===== src/rtl/muladd_frame_accumulator_if.sv =====
// Stream bundle between the multiply-add stage, the frame accumulator and the
// consumer of frame totals. With MULACC_SATURATE_EN defined the bundle also
// carries out_sat, a per-total flag that saturation happened in that frame.
//
// Handshakes:
//   input side  - p_valid qualifies p_in for one cycle; there is no ready,
//                 because the upstream stage never stalls.
//   output side - a total transfers on every rising clk edge where
//                 out_valid && out_ready. While out_valid is high and
//                 out_ready is low, out_data (and out_sat) hold steady.
//                 out_valid never drops until its entry has transferred.
interface muladd_frame_accumulator_if #(
    parameter int IN_W  = 64,
    parameter int ACC_W = 68
);
    logic [IN_W-1:0]  p_in;
    logic             p_valid;
    logic             clear;
    logic [ACC_W-1:0] out_data;
    logic             out_valid;
    logic             out_ready;
`ifdef MULACC_SATURATE_EN
    logic             out_sat;

    modport master (
        output p_in, p_valid, clear, out_ready,
        input  out_data, out_valid, out_sat
    );
    modport slave (
        input  p_in, p_valid, clear, out_ready,
        output out_data, out_valid, out_sat
    );
`else
    modport master (
        output p_in, p_valid, clear, out_ready,
        input  out_data, out_valid
    );
    modport slave (
        input  p_in, p_valid, clear, out_ready,
        output out_data, out_valid
    );
`endif
endinterface


===== src/rtl/muladd_frame_accumulator.sv =====
// Frame accumulator behind the pipelined multiply-add stage.
// Sums FRAME_LEN valid results into one ACC_W-bit total and queues totals in
// a 2-entry in-order buffer drained by valid/ready. The upstream stage cannot
// stall, so a total that finds the buffer full (and no pop that cycle) is
// dropped and the sticky overflow flag is set.
// clear aborts the current frame and clears overflow but keeps buffered totals.
// Optional feature, macro MULACC_SATURATE_EN: accumulation saturates at
// 2^ACC_W-1 instead of wrapping, and each buffered total carries out_sat.
// state_dbg exposes the frame FSM: 0 = ACC_IDLE, 1 = ACC_RUN.
module muladd_frame_accumulator #(
    parameter int IN_W      = 64,
    parameter int FRAME_LEN = 16,
    parameter int ACC_W     = 68,
    localparam int CNT_W    = $clog2(FRAME_LEN)
) (
    input  logic                      clk,
    input  logic                      reset,
    muladd_frame_accumulator_if.slave bus,
    output logic [CNT_W-1:0]          frame_cnt,
    output logic                      overflow,
    output logic                      state_dbg
);

    typedef enum logic {
        ACC_IDLE = 1'b0,
        ACC_RUN  = 1'b1
    } acc_state_t;

    acc_state_t       state;
    acc_state_t       state_nxt;

    // FSM decode outputs
    logic             take_sample;   // a p_valid sample is consumed this cycle
    logic             start_frame;   // consumed sample is the first of a frame
    logic             frame_done;    // consumed sample completes the frame

    logic             cnt_last;
    logic [ACC_W-1:0] acc;
    logic [ACC_W-1:0] acc_base;
    logic [ACC_W-1:0] p_ext;
    logic [ACC_W-1:0] sum_val;

    // Output buffer: head entry drives the outputs directly, tail is entry two
    logic [ACC_W-1:0] head_data;
    logic             head_valid;
    logic [ACC_W-1:0] tail_data;
    logic             tail_valid;

    logic             pop;
    logic             push;
    logic             drop;
    logic             head_load_new;
    logic             head_load_tail;
    logic             tail_load;
    logic             head_valid_nxt;
    logic             tail_valid_nxt;

`ifdef MULACC_SATURATE_EN
    logic [ACC_W:0]   sum_wide;
    logic             sum_carry;
    logic             frame_sat;
    logic             sat_val;
    logic             head_sat;
    logic             tail_sat;
`endif

    assign cnt_last = (frame_cnt == CNT_W'(FRAME_LEN - 1));

    // Frame FSM state register
    always_ff @(posedge clk or posedge reset) begin
        if (reset) begin
            state <= ACC_IDLE;
        end else begin
            state <= state_nxt;
        end
    end

    // Frame FSM next state: clear always wins over a sample in the same cycle
    always_comb begin
        state_nxt = state;
        if (bus.clear) begin
            state_nxt = ACC_IDLE;
        end else if (bus.p_valid) begin
            case (state)
                ACC_IDLE: state_nxt = ACC_RUN;
                ACC_RUN:  state_nxt = cnt_last ? ACC_IDLE : ACC_RUN;
                default:  state_nxt = ACC_IDLE;
            endcase
        end
    end

    // Frame FSM outputs: qualify the incoming sample for the datapath
    always_comb begin
        take_sample = bus.p_valid && !bus.clear;
        start_frame = 1'b0;
        frame_done  = 1'b0;
        if (take_sample) begin
            start_frame = (state == ACC_IDLE);
            frame_done  = (state == ACC_RUN) && cnt_last;
        end
    end

    assign state_dbg = (state == ACC_RUN);

    // The first sample of a frame replaces the accumulator instead of adding
    assign p_ext    = ACC_W'(bus.p_in);
    assign acc_base = start_frame ? '0 : acc;

`ifdef MULACC_SATURATE_EN
    assign sum_wide  = {1'b0, acc_base} + {1'b0, p_ext};
    assign sum_carry = sum_wide[ACC_W];
    assign sum_val   = sum_carry ? '1 : sum_wide[ACC_W-1:0];
    assign sat_val   = (start_frame ? 1'b0 : frame_sat) | sum_carry;
`else
    assign sum_val   = acc_base + p_ext;
`endif

    // Accumulator and sample counter; both restart on completion or clear
    always_ff @(posedge clk or posedge reset) begin
        if (reset) begin
            acc       <= '0;
            frame_cnt <= '0;
        end else if (bus.clear || frame_done) begin
            acc       <= '0;
            frame_cnt <= '0;
        end else if (take_sample) begin
            acc       <= sum_val;
            frame_cnt <= frame_cnt + CNT_W'(1);
        end
    end

`ifdef MULACC_SATURATE_EN
    // Running per-frame saturation flag
    always_ff @(posedge clk or posedge reset) begin
        if (reset) begin
            frame_sat <= 1'b0;
        end else if (bus.clear || frame_done) begin
            frame_sat <= 1'b0;
        end else if (take_sample) begin
            frame_sat <= sat_val;
        end
    end
`endif

    assign pop  = head_valid && bus.out_ready;
    assign push = frame_done;
    // A full buffer still accepts a push when the head pops in the same cycle
    assign drop = push && head_valid && tail_valid && !pop;

    // Buffer control: decide which entry loads what this cycle
    always_comb begin
        head_load_new  = 1'b0;
        head_load_tail = 1'b0;
        tail_load      = 1'b0;
        head_valid_nxt = head_valid;
        tail_valid_nxt = tail_valid;
        if (pop) begin
            if (tail_valid) begin
                head_load_tail = 1'b1;
                tail_load      = push;
                tail_valid_nxt = push;
            end else begin
                head_load_new  = push;
                head_valid_nxt = push;
            end
        end else if (push) begin
            if (!head_valid) begin
                head_load_new  = 1'b1;
                head_valid_nxt = 1'b1;
            end else if (!tail_valid) begin
                tail_load      = 1'b1;
                tail_valid_nxt = 1'b1;
            end
        end
    end

    // Buffer registers; head_data is left as-is when the buffer empties
    always_ff @(posedge clk or posedge reset) begin
        if (reset) begin
            head_data  <= '0;
            head_valid <= 1'b0;
            tail_data  <= '0;
            tail_valid <= 1'b0;
        end else begin
            head_valid <= head_valid_nxt;
            tail_valid <= tail_valid_nxt;
            if (head_load_tail) begin
                head_data <= tail_data;
            end else if (head_load_new) begin
                head_data <= sum_val;
            end
            if (tail_load) begin
                tail_data <= sum_val;
            end
        end
    end

`ifdef MULACC_SATURATE_EN
    // Saturation flags travel with their totals through the buffer
    always_ff @(posedge clk or posedge reset) begin
        if (reset) begin
            head_sat <= 1'b0;
            tail_sat <= 1'b0;
        end else begin
            if (head_load_tail) begin
                head_sat <= tail_sat;
            end else if (head_load_new) begin
                head_sat <= sat_val;
            end
            if (tail_load) begin
                tail_sat <= sat_val;
            end
        end
    end

    assign bus.out_sat = head_sat;
`endif

    // Sticky overflow: set by a dropped total, cleared only by clear or reset
    always_ff @(posedge clk or posedge reset) begin
        if (reset) begin
            overflow <= 1'b0;
        end else if (bus.clear) begin
            overflow <= 1'b0;
        end else if (drop) begin
            overflow <= 1'b1;
        end
    end

    assign bus.out_data  = head_data;
    assign bus.out_valid = head_valid;

endmodule


===== src/flat_wrapper.sv =====
// flat-port wrapper written by rule: the top's interface ports become plain ports
module muladd_frame_accumulator_flat 
#(
    parameter int IN_W      = 64,
    parameter int FRAME_LEN = 16,
    parameter int ACC_W     = 68,
    localparam int CNT_W    = $clog2(FRAME_LEN)
)
  (clk, reset, frame_cnt, overflow, state_dbg, bus_p_in, bus_p_valid, bus_clear, bus_out_ready, bus_out_data, bus_out_valid);
  muladd_frame_accumulator_if #(.IN_W(IN_W), .ACC_W(ACC_W)) bus_i ();
  input  logic clk;
  input  logic reset;
  output logic [CNT_W-1:0] frame_cnt;
  output logic overflow;
  output logic state_dbg;
  input wire logic [$bits(bus_i.p_in)-1:0] bus_p_in;
  input wire logic [$bits(bus_i.p_valid)-1:0] bus_p_valid;
  input wire logic [$bits(bus_i.clear)-1:0] bus_clear;
  input wire logic [$bits(bus_i.out_ready)-1:0] bus_out_ready;
  output wire logic [$bits(bus_i.out_data)-1:0] bus_out_data;
  output wire logic [$bits(bus_i.out_valid)-1:0] bus_out_valid;
  assign bus_i.p_in = bus_p_in;
  assign bus_i.p_valid = bus_p_valid;
  assign bus_i.clear = bus_clear;
  assign bus_i.out_ready = bus_out_ready;
  assign bus_out_data = bus_i.out_data;
  assign bus_out_valid = bus_i.out_valid;
  muladd_frame_accumulator #(.IN_W(IN_W), .FRAME_LEN(FRAME_LEN), .ACC_W(ACC_W)) u_core (.clk(clk), .reset(reset), .bus(bus_i), .frame_cnt(frame_cnt), .overflow(overflow), .state_dbg(state_dbg));
endmodule

===== config.mk =====
export PLATFORM = sky130hd
export DESIGN_NAME = muladd_frame_accumulator_flat
export DESIGN_NICKNAME = d
export VERILOG_FILES = /design/src/rtl/muladd_frame_accumulator_if.sv /design/src/rtl/muladd_frame_accumulator.sv /design/src/flat_wrapper.sv
export SDC_FILE = /design/constraint.sdc
export NUM_CORES = 1
export LEC_CHECK = 0
export ABC_AREA = 1
export BUFFER_PORTS_ARGS = -buffer_cell sky130_fd_sc_hd__buf_2
export CAP_MARGIN = 30
export CORE_ASPECT_RATIO = 2
export CORE_MARGIN = 2
export CORE_UTILIZATION = 50
export CTS_BUF_LIST = sky130_fd_sc_hd__clkbuf_8 sky130_fd_sc_hd__clkbuf_16
export DETAILED_ROUTE_END_ITERATION = 6
export PLACE_DENSITY = 0.69
export SYNTH_ARGS = -nofsm -noshare
export SYNTH_HDL_FRONTEND = slang
export SYNTH_SLANG_ARGS = --single-unit

===== constraint.sdc =====
create_clock -name clk -period 8.6 [get_ports clk]
set_input_delay 1.72 -clock clk [delete_from_list [all_inputs] [get_ports clk]]
set_output_delay 1.72 -clock clk [all_outputs]
set_load 0.005 [all_outputs]

======== Word-level counts from Yosys, hierarchy flattened ========
Index checks and enable logic that the tools add are counted.
W data, S select, Z words.
word-level totals
  register bits after elaboration ......... 212
  output and inout port bits .............. 75
  logic and storage cells ................. 62
operators by class
  $add $sub $neg .......................... 2
  eq/ne operators ......................... 2
  muxes and demuxes ....................... 32
  bitwise operators ....................... 1
  reduce and logical (&&, ||, !) cells .... 17
operators by type and width
  operator               number
  $mux W68               5
  $add A68 B64 Y68       1
  $mux W1                24
  $reduce_bool A2 Y1     6
  $mux W4                2
  $logic_and A1 B1 Y1    6
  $add A4 B1 Y4 const B  1
  $eq A4 B4 Y1 const B   1
  $reduce_and A2 Y1      2
  $logic_not A1 Y1       2
  $ne A2 B2 Y1 const B   1
  $pmux W1 S2            1
  $logic_or A1 B1 Y1     1
  $not A1 Y1             1

======== Depth between registers and ports, before layout ========
  word-level depth ........................ 8
  mapped depth ............................ 23
  gate-level depth less buffers ........... 21

======== Least setup slack after synthesis ========
Ideal clock, no wire load.
  path kind ............................... input to register
  start ................................... in bus_p_valid
  end ..................................... reg u_core.head_data[60], in the netlist u_core.bus.out_data[60]
  arrival ................................. 4170 ps
  data required time ...................... 8482 ps
  path slack .............................. 4312 ps
  stages .................................. 21
  path buffers ............................ 2
  path through ............................ inv_1 nor2_2 nand2_2 clkbuf_1 clkbuf_1 nand2_1 inv_1 ha_1 fa_1 nand3_1 nand3_1 nand2_1 nand2_1 nand2_1 nand2_1 nand3_1 nand2_1 nand2_1 nand3b_1 nand3_1 nand2_1
on the way
  longest elaborated chain between the ends .. 6
  elaborated cells between the ends (all ways) .. 11
RTL lines
  item                   line                             source
  from (decl)            flat_wrapper.sv:17               input wire logic [$bits(bus_i.p_valid)-1:0] bus_p_valid;
  $logic_and A1 B1 Y1 *  muladd_frame_accumulator.sv:94   take_sample = bus.p_valid && !bus.clear;
  $mux W1                muladd_frame_accumulator.sv:97   if (take_sample) begin
  $mux W68               muladd_frame_accumulator.sv:107  assign acc_base = start_frame ? '0 : acc;
  $add A68 B64 Y68       muladd_frame_accumulator.sv:115  assign sum_val = acc_base + p_ext;
  $mux W68               muladd_frame_accumulator.sv:189  end else if (head_load_new) begin
  $mux W68               muladd_frame_accumulator.sv:187  if (head_load_tail) begin
  to (signal assigned)   muladd_frame_accumulator.sv:188  head_data <= tail_data;
  to (signal assigned)   muladd_frame_accumulator.sv:190  head_data <= sum_val;
  to (decl)              muladd_frame_accumulator.sv:44   logic [ACC_W-1:0] head_data;
Every way passes the cells marked *; elsewhere a longest branch is shown, timed or not. The select of a mux whose other input is x is not followed.
A chain may end at the register's enable or synchronous reset.

======== Worst setup path in the final report ========
  start ................................... in bus_p_valid
  end ..................................... reg u_core.acc[66]
on the way
  longest elaborated chain between the ends .. 6
  elaborated cells between the ends (all ways) .. 9
RTL lines
  item                   line                             source
  $logic_and A1 B1 Y1 *  muladd_frame_accumulator.sv:94
  $mux W1                muladd_frame_accumulator.sv:97
  $mux W68               muladd_frame_accumulator.sv:107
  $add A68 B64 Y68       muladd_frame_accumulator.sv:115
  $mux W68               muladd_frame_accumulator.sv:126  end else if (take_sample) begin
  $mux W68               muladd_frame_accumulator.sv:123  end else if (bus.clear || frame_done) begin
  to (signal assigned)   muladd_frame_accumulator.sv:127  acc <= sum_val;
  to (decl)              muladd_frame_accumulator.sv:38   logic [ACC_W-1:0] acc;
Marked as above.

==> impl_metrics.csv <==
group,metric,value,unit
synthesis,async_reset_ff_share,100,%
clock_network,cts_tree,"done",
clock_network,cts_resized,0,
routing,dr.pass1.iters,7,
critical_path,reg2regPathDepth,16,
clock_network,clockBufferDepth,3,
critical_path,startpoint_type,"primary input",
global_route,grt_pass1_vias,14600,
clock_network,clkSlewWorstSetupHoldPaths,0.07,ns
critical_path,slowest_delay,0.51,ns
critical_path,cpLargestDelayFamily,"simple AND/OR/NAND/NOR gates",
sta,skew,0.0268,ns
clock_network,clkLatencyLatePin,0.54,ns
clock_network,cts_hold_buf,0,
placed_design,globalplace.congestion,1.02,
floorplanning,io_pins,144,
sta,rsz0062_at_grt,"false",
power_and_ir_drop,ir_worst_vdd,0.000157,V
clock_network,post_cts_buffers,0,
synthesis,netlist_area,14400,sq um
critical_path,regToRegEndpoint,"u_core.acc[66]",
sta,finalCriticalPeriod,4.96,ns
clock_network,cts_buffers,21,
global_route,grt_remaining_overflow,0,
routing,drcViolationCount,0,
min_path,min-delay-start,"u_core.acc[58]",
critical_path,path_max_fanout,37,
status,status,"finished, final reports clean",
final_layout,n_antenna_cell,0,
sta,setup_viol_count_final,0,
critical_path,cp-end-kind,"register",
routing,ant_nets,0,
global_route,antenna_found_initial,0,
clock_network,htreeDepth,1,
synthesis,synth-seq-cells,212,
power_and_ir_drop,leakage,9.45,nW
final_layout,drive_above_1_share,8.78,%
global_route,track_usage,35.2,%
placed_design,io_buffer_count,143,
floorplanning,die_height,244,microns
sta,period_share,57.6,%
clock_network,clock-root-buffer,"clkbuf_16",
synthesis,synth_ff_type,"dfrtp_1",
synthesis,ys_seq_area_share,36.9,%
synthesis,synth_edf_count,0,
global_route,grt_pass1_wl,79400,microns
critical_path,rrSetupSlack,4.72,ns
sta,worstMarginPinSlew,1.01,ns
synthesis,synth.distinct_cells,40,
final_layout,fin_nets,2423,
critical_path,crit_path_cell_trace,"buf_2 > inv_1 > nor2_2 > nand2_2 > buf_4 > nand2_1 > inv_1 > ha_1 > a21oi_1 > o21ai_0 > inv_1 > nand2_1 > inv_1 > nand2_1 > a21oi_1 > nand3_1 > nand3_1 > nand2_1",
power_and_ir_drop,total_power,2.77,mW
sta,relSlewSlack,32.5,%
synthesis,yosys_warnings,0,
routing,vias,14300,
sta,final-max-slew-violation-count,0,
min_path,hold_end,"u_core.acc[58]",
floorplanning,std_cell_rows,87,
synthesis,avgSynthCellArea,6.64,sq um
routing,routed_wl,52400,microns
critical_path,critPathKind,"primary input to register",
routing,wl_per_cell,19.7,microns
placed_design,dp_hpwl,40100,microns
synthesis,syn_nets,2301,
critical_path,crit_arrival,5.36,ns
final_layout,area_delta_synth_final,11.8,%
critical_path,timing.rr.start,"u_core.state_dbg",
job,drv_cap,0,
floorplanning,fp.dieW,124,microns
clock_network,cts.sinks,212,
power_and_ir_drop,power_density,172,nW/um^2
sta,hold_viol,0,
critical_path,cp_data_required_time,9.00,ns
floorplanning,die-area,30200,sq um
routing,drtIter0Drc,883,
floorplanning,initial_utilization,50.8,%
routing,viasPerCell,5.40,
sta,fin_setup_tns,0,ns
min_path,holdPathStages,2,
critical_path,crit_buf_inv,6,
min_path,hold_class,"register to register",
floorplanning,core-area,28300,sq um
sta,max_clock_freq,202,MHz
synthesis,synthCells,2166,
global_route,grt_start_max_net_pins,113,
critical_path,slowest_stage,"nand2_2",
-- cell usage after synthesis, types with 5 or more instances --
master,n,area (sq um)
nand2_1,829,3110
inv_1,328,1230
dfrtp_1,212,5310
nor2_1,161,604
nand3_1,154,771
a21oi_1,78,390
o21ai_0,71,355
ha_1,65,813
a22o_1,40,350
clkbuf_1,39,146
o21ai_1,33,165
xnor2_1,30,263
o21bai_1,19,143
o211ai_1,18,135
clkinv_1,13,48.8
nand3b_1,13,97.6
nor3_1,10,50.1
nand4_1,8,50.1
buf_2,7,35.0
buf_1,5,18.8
inv_2,5,18.8
-- tightest hold or removal path: stages, from the launching register on --
cell     delay (ns)
dfrtp_1        0.34
nand2_1        0.05
nand2_1        0.05
-- report_power, final --
part           leakage (nW)  switching [mW]  internal, mW
clock                 0.342           0.414         0.520
sequential             2.91          0.0310          1.04
combinational          6.19           0.543         0.219
-- routing by layer --
| layer | global-route usage (%) | routed length, microns |
|---|---|---|
| met3 | 3.49 | 1940 |
| met2 | 67.1 | 28500 |
| met5 | 0 | 0 |
| met4 | 23.0 | 4100 |
| met1 | 34.4 | 17800 |
-- flip-flops by register name, summed over array words and instances (netlist names) --
signal,cells
u_core.tail_data,68
u_core.frame_cnt,4
u_core.acc,68
u_core.bus.out_valid,1
u_core.bus.out_data,68
u_core.state_dbg,1
u_core.tail_valid,1
u_core.overflow,1
-- cell families after synthesis --
group / after synthesis / share of synthesized area [%]
adders and majority gates: 66 / 5.80
DFF: 212 / 36.9
AOI/OAI and AO/OA: 268 / 11.2
and+or+nand+nor: 1185 / 33.3
buffers and inverters: 401 / 10.7
xor gates and xnor gates: 34 / 2.07
-- worst max-delay path by stage --
stage                startpoint        endpoint  depth (start not counted)
floorplan                 reset   u_core.acc[0]                          1
global placement    bus_p_valid  u_core.acc[66]                         18
detailed placement  bus_p_valid  u_core.acc[62]                         17
CTS                 bus_p_valid  u_core.acc[62]                         17
global route        bus_p_valid  u_core.acc[62]                         17
finish              bus_p_valid  u_core.acc[66]                         18
-- cell type report --
cell class / count / area (sq um)
clock buffers: 26 / 594
clock inverters: 9 / 80.1
fillers: 2890 / 12200
inverters: 347 / 1310
multi-input cells: 1553 / 7550
flip-flops and latches: 212 / 5310
well taps: 356 / 445
repair buffers: 153 / 791
-- metrics by stage --
stage	utilization (%)	worst slack [ns]	hold WS [ns]	cell area (sq um)	instances
after global routing	56.8	3.44	0.504	16100	2656
after CTS	56.8	3.71	0.483	16100	2656
final	56.8	3.64	0.481	16100	2656
after detailed placement	54.4	3.18	0.466	15400	2621
after floorplan	-	1.09	0.449	14400	2166
after global placement	54.4	3.21	0.463	15400	2621
-- layout by cell type (no fill, tap or decap), types with 2 or more instances in the layout --
cell / count
a21oi_1: 78
a22o_1: 40
clkbuf_16: 21
buf_2: 143
nor2_1: 159
xor2_1: 4
o211ai_1: 18
nor3_4: 2
nand4_1: 8
o21ai_1: 33
o21ai_0: 71
nor3_1: 10
ha_1: 65
inv_1: 330
clkinv_2: 2
nor2_4: 2
inv_2: 4
dfrtp_1: 212
nand3_1: 154
inv_6: 3
o21bai_1: 19
o22ai_1: 3
clkbuf_8: 5
buf_4: 10
clkinv_1: 13
nand3b_1: 13
nand2_1: 829
nand2_4: 2
xnor2_1: 30
(Power assumes the default switching activity.)
